[src/rtl/fetch_prefetch_if.sv]
// Instruction-memory request/response bus between the fetch prefetcher
// (master) and an in-order, variable-latency instruction memory (slave).
interface fetch_prefetch_if #(
    parameter int DATA_WIDTH    = 32,
    parameter int ADDRESS_WIDTH = 32
);
    logic                     req_valid;
    logic                     req_ready;
    logic [ADDRESS_WIDTH-1:0] req_addr;
    logic                     rsp_valid;
    logic [DATA_WIDTH-1:0]    rsp_data;

    modport master (
        output req_valid, req_addr,
        input  req_ready, rsp_valid, rsp_data
    );

    modport slave (
        input  req_valid, req_addr,
        output req_ready, rsp_valid, rsp_data
    );
endinterface

[src/rtl/fetch_prefetch.sv]
// Prefetching fetch stage: issues sequential fetch requests against a
// credit budget, queues in-order responses with their PCs, presents the
// queue head to decode, and flushes on an execute redirect while
// discarding responses that were already in flight.
module fetch_prefetch #(
    parameter int                         DATA_WIDTH    = 32,
    parameter int                         ADDRESS_WIDTH = 32,
    parameter logic [ADDRESS_WIDTH-1:0]   RESET_VECTOR  = '0,
    parameter int                         FIFO_DEPTH    = 4
) (
    input  logic                     clk,
    input  logic                     rst,
    input  logic                     stall_d,
    input  logic                     pc_src_e,
    input  logic [ADDRESS_WIDTH-1:0] pc_target_e,
    fetch_prefetch_if.master         imem,
    output logic                     valid_f,
    output logic [DATA_WIDTH-1:0]    instr_f,
    output logic [ADDRESS_WIDTH-1:0] pc_f,
    output logic [ADDRESS_WIDTH-1:0] pc_plus4_f
);
    localparam int PW = $clog2(FIFO_DEPTH);
    localparam int CW = PW + 1;     // counters reach FIFO_DEPTH inclusive
    localparam int SW = CW + 1;     // headroom for the three-way credit sum

    typedef logic [CW-1:0] cnt_t;
    typedef logic [SW-1:0] sum_t;

    localparam logic [ADDRESS_WIDTH-1:0] STEP      = ADDRESS_WIDTH'(4);
    localparam logic [ADDRESS_WIDTH-1:0] ALIGN_MSK = ~ADDRESS_WIDTH'(3);
    localparam sum_t                     DEPTH_S   = sum_t'(FIFO_DEPTH);

    logic [ADDRESS_WIDTH-1:0] fetch_pc;
    logic [ADDRESS_WIDTH-1:0] resp_pc;
    cnt_t                     occ;
    cnt_t                     outst;
    cnt_t                     drop_cnt;
    logic [PW-1:0]            rd_ptr;
    logic [PW-1:0]            wr_ptr;

    logic [DATA_WIDTH-1:0]    q_instr [FIFO_DEPTH];
    logic [ADDRESS_WIDTH-1:0] q_pc    [FIFO_DEPTH];

    logic                     req_ok;
    logic                     req_fire;
    logic                     rsp_drop;
    logic                     rsp_push;
    logic                     pop;
    sum_t                     credits_used;
    cnt_t                     redir_drop;
    logic [ADDRESS_WIDTH-1:0] redir_pc;

    // Credit accounting and per-cycle handshake decode.
    always_comb begin
        credits_used = sum_t'(occ) + sum_t'(outst) + sum_t'(drop_cnt);
        // Queue entries, in-flight requests and pending discards all hold a
        // credit, so an accepted request always has a queue slot waiting.
        req_ok   = !rst && !pc_src_e && (credits_used < DEPTH_S);
        req_fire = req_ok && imem.req_ready;
        rsp_drop = imem.rsp_valid && (drop_cnt != '0);
        rsp_push = imem.rsp_valid && (drop_cnt == '0) && (outst != '0);
        pop      = valid_f && !stall_d;
        // Every in-flight request becomes a discard; a response landing in
        // the redirect cycle itself retires one of them immediately.
        redir_drop = drop_cnt + outst - cnt_t'(rsp_drop || rsp_push);
        redir_pc   = pc_target_e & ALIGN_MSK;
    end

    assign imem.req_valid = req_ok;
    assign imem.req_addr  = fetch_pc;

    // Control state: reset, then redirect flush, then normal issue/fill/drain.
    always_ff @(posedge clk) begin
        if (rst) begin
            fetch_pc <= RESET_VECTOR;
            resp_pc  <= RESET_VECTOR;
            occ      <= '0;
            outst    <= '0;
            drop_cnt <= '0;
            rd_ptr   <= '0;
            wr_ptr   <= '0;
        end else if (pc_src_e) begin
            fetch_pc <= redir_pc;
            resp_pc  <= redir_pc;
            occ      <= '0;
            outst    <= '0;
            drop_cnt <= redir_drop;
            rd_ptr   <= '0;
            wr_ptr   <= '0;
        end else begin
            if (req_fire) fetch_pc <= fetch_pc + STEP;
            if (rsp_push) begin
                resp_pc <= resp_pc + STEP;
                wr_ptr  <= wr_ptr + PW'(1);
            end
            if (rsp_drop) drop_cnt <= drop_cnt - cnt_t'(1);
            if (pop) rd_ptr <= rd_ptr + PW'(1);
            outst <= outst + cnt_t'(req_fire) - cnt_t'(rsp_push);
            occ   <= occ + cnt_t'(rsp_push) - cnt_t'(pop);
        end
    end

    // Queue storage; payload needs no reset since occ guards its validity.
    always_ff @(posedge clk) begin
        if (!rst && !pc_src_e && rsp_push) begin
            q_instr[wr_ptr] <= imem.rsp_data;
            q_pc[wr_ptr]    <= resp_pc;
        end
    end

    // First-word fall-through head presentation.
    always_comb begin
        valid_f    = (occ != '0);
        instr_f    = q_instr[rd_ptr];
        pc_f       = q_pc[rd_ptr];
        pc_plus4_f = q_pc[rd_ptr] + STEP;
    end
endmodule
[src/flat_wrapper.sv]
// flat-port wrapper written by rule: the top's interface ports become plain ports
module fetch_prefetch_flat 
#(
    parameter int                         DATA_WIDTH    = 32,
    parameter int                         ADDRESS_WIDTH = 32,
    parameter logic [ADDRESS_WIDTH-1:0]   RESET_VECTOR  = '0,
    parameter int                         FIFO_DEPTH    = 4
)
  (clk, rst, stall_d, pc_src_e, pc_target_e, valid_f, instr_f, pc_f, pc_plus4_f, imem_req_valid, imem_req_addr, imem_req_ready, imem_rsp_valid, imem_rsp_data);
  fetch_prefetch_if #(.DATA_WIDTH(DATA_WIDTH), .ADDRESS_WIDTH(ADDRESS_WIDTH)) imem_i ();
  input  logic clk;
  input  logic rst;
  input  logic stall_d;
  input  logic pc_src_e;
  input  logic [ADDRESS_WIDTH-1:0] pc_target_e;
  output logic valid_f;
  output logic [DATA_WIDTH-1:0] instr_f;
  output logic [ADDRESS_WIDTH-1:0] pc_f;
  output logic [ADDRESS_WIDTH-1:0] pc_plus4_f;
  output wire logic [$bits(imem_i.req_valid)-1:0] imem_req_valid;
  output wire logic [$bits(imem_i.req_addr)-1:0] imem_req_addr;
  input wire logic [$bits(imem_i.req_ready)-1:0] imem_req_ready;
  input wire logic [$bits(imem_i.rsp_valid)-1:0] imem_rsp_valid;
  input wire logic [$bits(imem_i.rsp_data)-1:0] imem_rsp_data;
  assign imem_req_valid = imem_i.req_valid;
  assign imem_req_addr = imem_i.req_addr;
  assign imem_i.req_ready = imem_req_ready;
  assign imem_i.rsp_valid = imem_rsp_valid;
  assign imem_i.rsp_data = imem_rsp_data;
  fetch_prefetch #(.DATA_WIDTH(DATA_WIDTH), .ADDRESS_WIDTH(ADDRESS_WIDTH), .RESET_VECTOR(RESET_VECTOR), .FIFO_DEPTH(FIFO_DEPTH)) u_core (.clk(clk), .rst(rst), .stall_d(stall_d), .pc_src_e(pc_src_e), .pc_target_e(pc_target_e), .imem(imem_i), .valid_f(valid_f), .instr_f(instr_f), .pc_f(pc_f), .pc_plus4_f(pc_plus4_f));
endmodule
[config.mk]
export PLATFORM = sky130hd
export DESIGN_NAME = fetch_prefetch_flat
export DESIGN_NICKNAME = d
export VERILOG_FILES = /design/src/rtl/fetch_prefetch_if.sv /design/src/rtl/fetch_prefetch.sv /design/src/flat_wrapper.sv
export SDC_FILE = /design/constraint.sdc
export NUM_CORES = 1
export LEC_CHECK = 0
export CORE_AREA = 2 2 157 159
export DETAILED_ROUTE_END_ITERATION = 7
export DIE_AREA = 0 0 159 161
export PLACE_DENSITY = 0.87
export SYNTH_ARGS = -nofsm -noshare
export SYNTH_HDL_FRONTEND = slang
export SYNTH_SLANG_ARGS = --single-unit
[constraint.sdc]
create_clock -name clk -period 5.9 [get_ports clk]
set_input_delay 1.18 -clock clk [delete_from_list [all_inputs] [get_ports clk]]
set_output_delay 1.18 -clock clk [all_outputs]
set_load 0.01 [all_outputs]
== Word-level counts from Yosys, hierarchy flattened ==
Memory sizes are Yosys's and may differ from the RTL's. A register that Yosys moved wholly into a read port is not among the register bits.
Index checks and enable logic that the tools add are counted.
Storage, ports and cells
  register bits after elaboration: 77
  bits in latches: 0
  RAM bits: 256
  ROM bits: 0
  bits of input ports: 70
  output and inout bits: 130
  word-level logic and storage cells: 58
  memories: 2
Memories
  u_core.q_instr: depth 4, width 32, read ports 1, clocked after Yosys merged registers in 1, write ports 1, RTL line fetch_prefetch.sv:41  | logic [DATA_WIDTH-1:0] q_instr [FIFO_DEPTH];
  u_core.q_pc: depth 4, width 32, read ports 1, clocked after Yosys merged registers in 1, write ports 1, RTL line fetch_prefetch.sv:42  | logic [ADDRESS_WIDTH-1:0] q_pc [FIFO_DEPTH];
Operators by class
  add/sub/neg operators: 14
  $mul: 0
  divide/modulo/power cells: 0
  magnitude comparators: 1
  equality and inequality tests: 0
  shift operators: 0
  muxes and demuxes: 12
  bitwise operators: 0
  reductions and logical operators: 20
Operators by type and width (count)
  32-bit two-way mux: 4
  32-bit by 3-bit adder with 32-bit output, second input constant: 3
  3-bit nonzero test: 3
  3-bit by 1-bit subtractor with 3-bit output: 3
  1-bit logical AND: 8
  2-bit two-way mux: 4
  3-bit by 1-bit adder with 3-bit output: 2
  3-bit two-way mux: 2
  2-bit nonzero test: 3
  2-bit by 1-bit adder with 2-bit output, second input constant: 2
  3-bit by 3-bit adder with 4-bit output: 1
  4-bit by 3-bit adder with 4-bit output: 1
  4-bit by 3-bit < comparator with 1-bit output, second input constant: 1
  3-bit adder: 1
  1-bit logical NOT: 3
  3-bit logical NOT: 1
  3-bit by 1-bit subtractor with 3-bit output, second input constant: 1
  1-bit two-way mux: 2
  2-bit OR reduction: 1
  1-bit logical OR: 1

== Longest topological paths before layout ==
  depth after elaboration: 7
  gate-level depth with buffers: 13
  depth with buffers taken out: 12

== Least setup slack after synthesis ==
No wires, ideal clock.
  kind: input -> register
  start: in imem_rsp_valid
  end: mem u_core.q_instr[0][0], enable pin
  setup time: 0.427 ns
  arrival: 3.333 ns
  data required time: 5.473 ns
  slack: 2.140 ns
  cell stages on the path: 3
  path buffers: 0
  path through: nand3b_1 > nor2_1 > and3_1
Between the ends
  cells in the longest elaborated chain, start to end: 5
RTL lines
  start, declared: RTL line flat_wrapper.sv:23  | input wire logic [$bits(imem_i.rsp_valid)-1:0] imem_rsp_valid;
  1-bit logical AND (2 in series): RTL line fetch_prefetch.sv:61  | rsp_push = imem.rsp_valid && (drop_cnt == '0) && (outst != '0);
  1-bit logical AND: RTL line fetch_prefetch.sv:105  | if (!rst && !pc_src_e && rsp_push) begin
  1-bit two-way mux: RTL line fetch_prefetch.sv:105
  1-bit two-way mux (not written as such): RTL line fetch_prefetch.sv:106  | q_instr[wr_ptr] <= imem.rsp_data;
  end, declared: RTL line fetch_prefetch.sv:41
Every way passes these cells.

==> summary by stage <==
STA
The max-slew violation count was 0. On the final layout, the worst clock skew is 0.02131 ns. Setup repair after global routing left no endpoint under its margin. After layout, the minimum clock period comes to 5.032 ns. Setup violations remaining at the end of the flow were counted as 0.

For this run, the top clock speed supported by timing is 0.1987 GHz. In this run the tightest slew margin relative to its limit is 0.2771. The sum of negative setup slack is 0 ns. The number of endpoints with negative hold slack in the final report came to 0.

The portion of the clock cycle consumed by the worst path in the final layout is 0.8529. For the pin with the worst max-slew slack, the measured transition is 1.080 ns.

Synthesis
Among all flip-flop cells after synthesis, the most frequent one is edfxtp_1. After synthesis, the largest family of logic cells by area is simple AND/OR/NAND/NOR gates. Summed over all instances, the cell type with the most area after synthesis is edfxtp_1. Of the total synthesized cell area, the portion taken by full adders, half adders and majority gates is 0.02472. The area fraction of the dominant cell type after synthesis is 0.5331. The compound-gate portion of the synthesized area was 0.05911. In this run, synthesis produced a sequential element count of 323.

The average cell area after synthesis is 14.85 um^2. The netlist uses 60 different library cells. Sorting the synthesized cells by area gives the leading types as edfxtp_1, dfxtp_1, mux4_2.

The synthesized design contains 248 enable-type register cells. Of the total synthesized cell area, the portion taken by XOR and XNOR cells is 0.03950. In the synthesized netlist the async set-or-reset flop fraction comes to 0. For this run, the number of Yosys warnings is 0. The share of cell area taken by muxes after synthesis is 0.1034. The summed instance area of the synthesized netlist is 0.01397 mm^2. The number of instances in the synthesized netlist is 941. The sequential fraction of the synthesis area is 0.6406.

Of the total synthesized cell area, the portion taken by AND, OR, NAND and NOR gates is 0.1055.

Routing
The number of vias in the routed layout is 8844. In the final routed layout, each cell accounts on average for 20.24 um. In the routed layout, each cell is associated on average with a via count of 5.952. The number of design-rule violations left by the first detailed-router iteration is 755. The routed wire length is 30.08 mm. The DRC violation count after routing is 0. The met1 layer wirelength in the final routing is 12.94 mm. The met3 layer wire length in the routed design is 1.980 mm.

The highest metal layer carrying signal wires in the routed design is met4. Wire segments on met2 add up to 14.75 mm in the final route. In this run the remaining antenna-violating nets after routing total 0. The number of optimization iterations in the first detailed-route pass is 5.

Floorplanning
The die is 159 um wide. The initial standard-cell utilization of the core is 0.5830. Pin placement for this block handled 200 I/O pins. The die area is 0.02560 mm^2. The die boundary height is 161 um. The standard cell core area is 0.02396 mm^2.

The number of placement rows is 57.

Critical path
The cell with the largest stage delay on the worst path is dfxtp_4. The largest delay contributor family on the critical path is simple AND/OR/NAND/NOR gates. STA puts the critical path data arrival time at 3.85 ns. The endpoint of the most critical register-to-register path is u_core.imem.req_addr[26]. The worst-path maximum fanout is 36. The nature of the critical path startpoint is a register. The data required time at the worst endpoint is 4.72 ns. The largest single stage delay on the critical path is 0.80 ns. Walking the worst path, the cells encountered are mux4_2 -> ha_1 -> nand2_1 -> nor4_4 -> nand3_1 -> xnor2_1 -> clkdlybuf4s50_1. The endpoint kind of the worst setup timing path is a primary output. The critical setup path kind is register to primary output. Counting cells, the worst reg-to-reg path comes to 11. The startpoint identified for the worst register-to-register timing path is u_core.outst[1]. The total buffers and inverters traversed by the critical path is 1. The worst setup slack for register-to-register paths is 1.75 ns.

Hold path
The class of the tightest hold or removal check is register to register. The startpoint of the most critical hold path is u_core.imem.req_addr[3]. Along the worst hold path, the cell count comes to 2. The hold-critical path endpoint is u_core.imem.req_addr[3].

Clock tree
The number of gates resized after cts is 0. The number of buffers added to fix hold violations after cts is 0. In this run the number of H-tree levels came out at 1. The CTS sink count is 323. The TritonCTS buffer count is 30. The post-CTS setup buffer count is 0. TritonCTS built the clock tree. The maximum buffer depth of the clock tree is 3. Clock-pin slew was measured on the worst setup and hold paths at 0.06 ns. The cell at the root of the clock tree is clkbuf_16. For the worst-skew pair, the clock arrives at the later sink with an insertion delay of 0.56 ns.

Global routing
The via count of the first global-routing pass is 8574. The first global-routing pass estimated 47.25 mm of wire. The overall fraction of global-route tracks in use is 0.2332. The pin count of the biggest net entering global routing is 63. The number of antenna violations at the first check in global routing came to 0. The total congestion overflow after global routing is 0.

Final layout
After the last flow step, the layout net total stands at 1233. The non-filler instance count after layout is 1486. The fraction of layout cells with a size suffix above 1 is 0.1248. Counting the fill cells in the layout gives 1556. The diode insertion count for antenna repair is 0. The area of all placed cells without fillers is 0.01720 mm^2. Relative to the synthesized area, the layout overhead comes to 23.09%.

Power
For this design the static power due to leakage is 5.704 nW. The power density normalized to cell area is 278.3 mW/mm^2. The worst vdd rail ir drop is 0.0001757 V.

Place
Once placement finished, the instance area stood at 0.01620 mm^2. The detailed-placement wirelength estimate is 19.95 mm. The congestion estimate from routability-driven global placement came to 0.8824.

The cell total after placement is 1431. Input and output buffers added on the ports amount to 191.

Flow run
The number of maximum-capacitance violations is 0.

Outcome
The run finished with clean final reports.
[placed cells by master (no fill, tap or decap), drive strengths merged, types with 4 or more instances in the layout]
cell | Yosys | routed
edfxtp | 248 | 248
clkdlybuf4s50 | 0 | 191
dfxtp | 75 | 75
mux4 | 62 | 62
nand2 | 58 | 58
nor2 | 56 | 56
xnor2 | 41 | 41
clkbuf | 25 | 41
nand4 | 36 | 36
inv | 33 | 33
o21ai | 24 | 24
nand3 | 23 | 23
a31oi | 23 | 23
xor2 | 22 | 22
a21oi | 20 | 20
and3 | 20 | 20
ha | 18 | 18
buf | 23 | 18
a211oi | 16 | 16
or3 | 13 | 13
and2 | 13 | 13
and4 | 10 | 10
clkinv | 0 | 9
a21boi | 8 | 8
a311oi | 8 | 8
nor3 | 7 | 7
fa | 6 | 6
conb | 1 | 6
o21a | 5 | 5
nor4 | 4 | 4
o211ai | 4 | 4
mux2i | 4 | 4
[logic make-up (layout without fill, tap and decap cells)]
logic type	after synthesis	count (layout)
flip-flops	323	323
AND/OR/NAND/NOR	259	259
AO/OA/AOI/OAI	124	124
buffers and inverters	81	297
multiplexers	66	66
XOR/XNOR	63	63
adder cells (fa/ha/maj)	24	24
other	1	6
[worst min-delay path, delay by kind of cell, from the launching register on]
| family | cells | cell delay, ns |
|---|---|---|
| simple gates | 1 | 0.06 |
| compound gates | 1 | 0.07 |
| flops | 1 | 0.34 |
[cells in the mapped netlist (all sizes together), types with 2 or more instances]
library cell	n
edfxtp	248
or4	3
o21ai	24
a22oi	3
and2	13
o21a	5
nand2b	2
xor2	22
inv	33
or2	3
nor3	7
ha	18
mux2i	4
a31oi	23
xnor2	41
o211ai	4
mux4	62
a41oi	2
and4	10
or3	13
and3	20
a2111oi	3
dfxtp	75
nand2	58
a211oi	16
nor4	4
a21boi	8
nor4b	3
a32oi	2
nand3	23
nor2	56
fa	6
nor3b	2
nand4	36
clkbuf	25
a311oi	8
buf	23
nand3b	3
a21oi	20
[sequential cells by signal (all words and copies together) (netlist names), named ones only]
| register | count |
|---|---|
| u_core.outst | 3 |
| u_core.wr_ptr | 2 |
| u_core.q_instr | 128 |
| u_core.imem.req_addr | 30 |
| u_core.occ | 3 |
| u_core.q_pc | 120 |
| u_core.rd_ptr | 2 |
| u_core.resp_pc | 30 |
| u_core.drop_cnt | 3 |
[worst max path at each step]
stage | end | from | cells past startpoint | slack [ns]
final | pc_plus4_f[18] | register | 7 | 0.87
after global routing | pc_plus4_f[29] | register | 7 | 0.60
after CTS | pc_plus4_f[18] | register | 7 | 0.73
after detailed placement | pc_plus4_f[18] | register | 7 | 1.31
after global placement | pc_plus4_f[31] | register | 7 | 1.38
after floorplan | u_core.q_instr[0][0] | imem_rsp_valid | 3 | 2.14
[layout make-up]
type,instances,area (um^2),share of cell area
Timing Repair Buffer,209,2047,0.1190
Inverter,33,123.9,0.007204
Multi-Input combinational cell,542,4668,0.2715
Sequential cell,323,8954,0.5207
Clock inverter,14,143.9,0.008368
Clock buffer,41,853.3,0.04963
Tap cell,324,405.4,0.02358
[stage by stage]
stage	hold WS (ns)	total power, mW	worst slack [ns]	util
floorplan	0.4583	2.747	2.140	-
global placement	0.5015	2.881	1.379	0.6760
detailed placement	0.5128	2.893	1.313	0.6760
CTS	0.5239	4.810	0.7312	0.7176
global route	0.5543	4.934	0.6016	0.7176
finish	0.5218	4.785	0.8677	0.7176
[where the power goes]
part | switching (mW) | internal (mW)
Sequential | 0.0596 | 2.48
Combinational | 0.157 | 0.153
Clock | 0.794 | 1.14
Total | 1.01 | 3.77
[layer usage]
metal / track usage / vias to the layer above
met5: 0 / -
met3: 0.03261 / 34
met4: 0.05455 / 0
met2: 0.3929 / 372
met1: 0.3281 / 4404
li1: - / 4034
No activity file was read; power rests on OpenSTA's default activity.
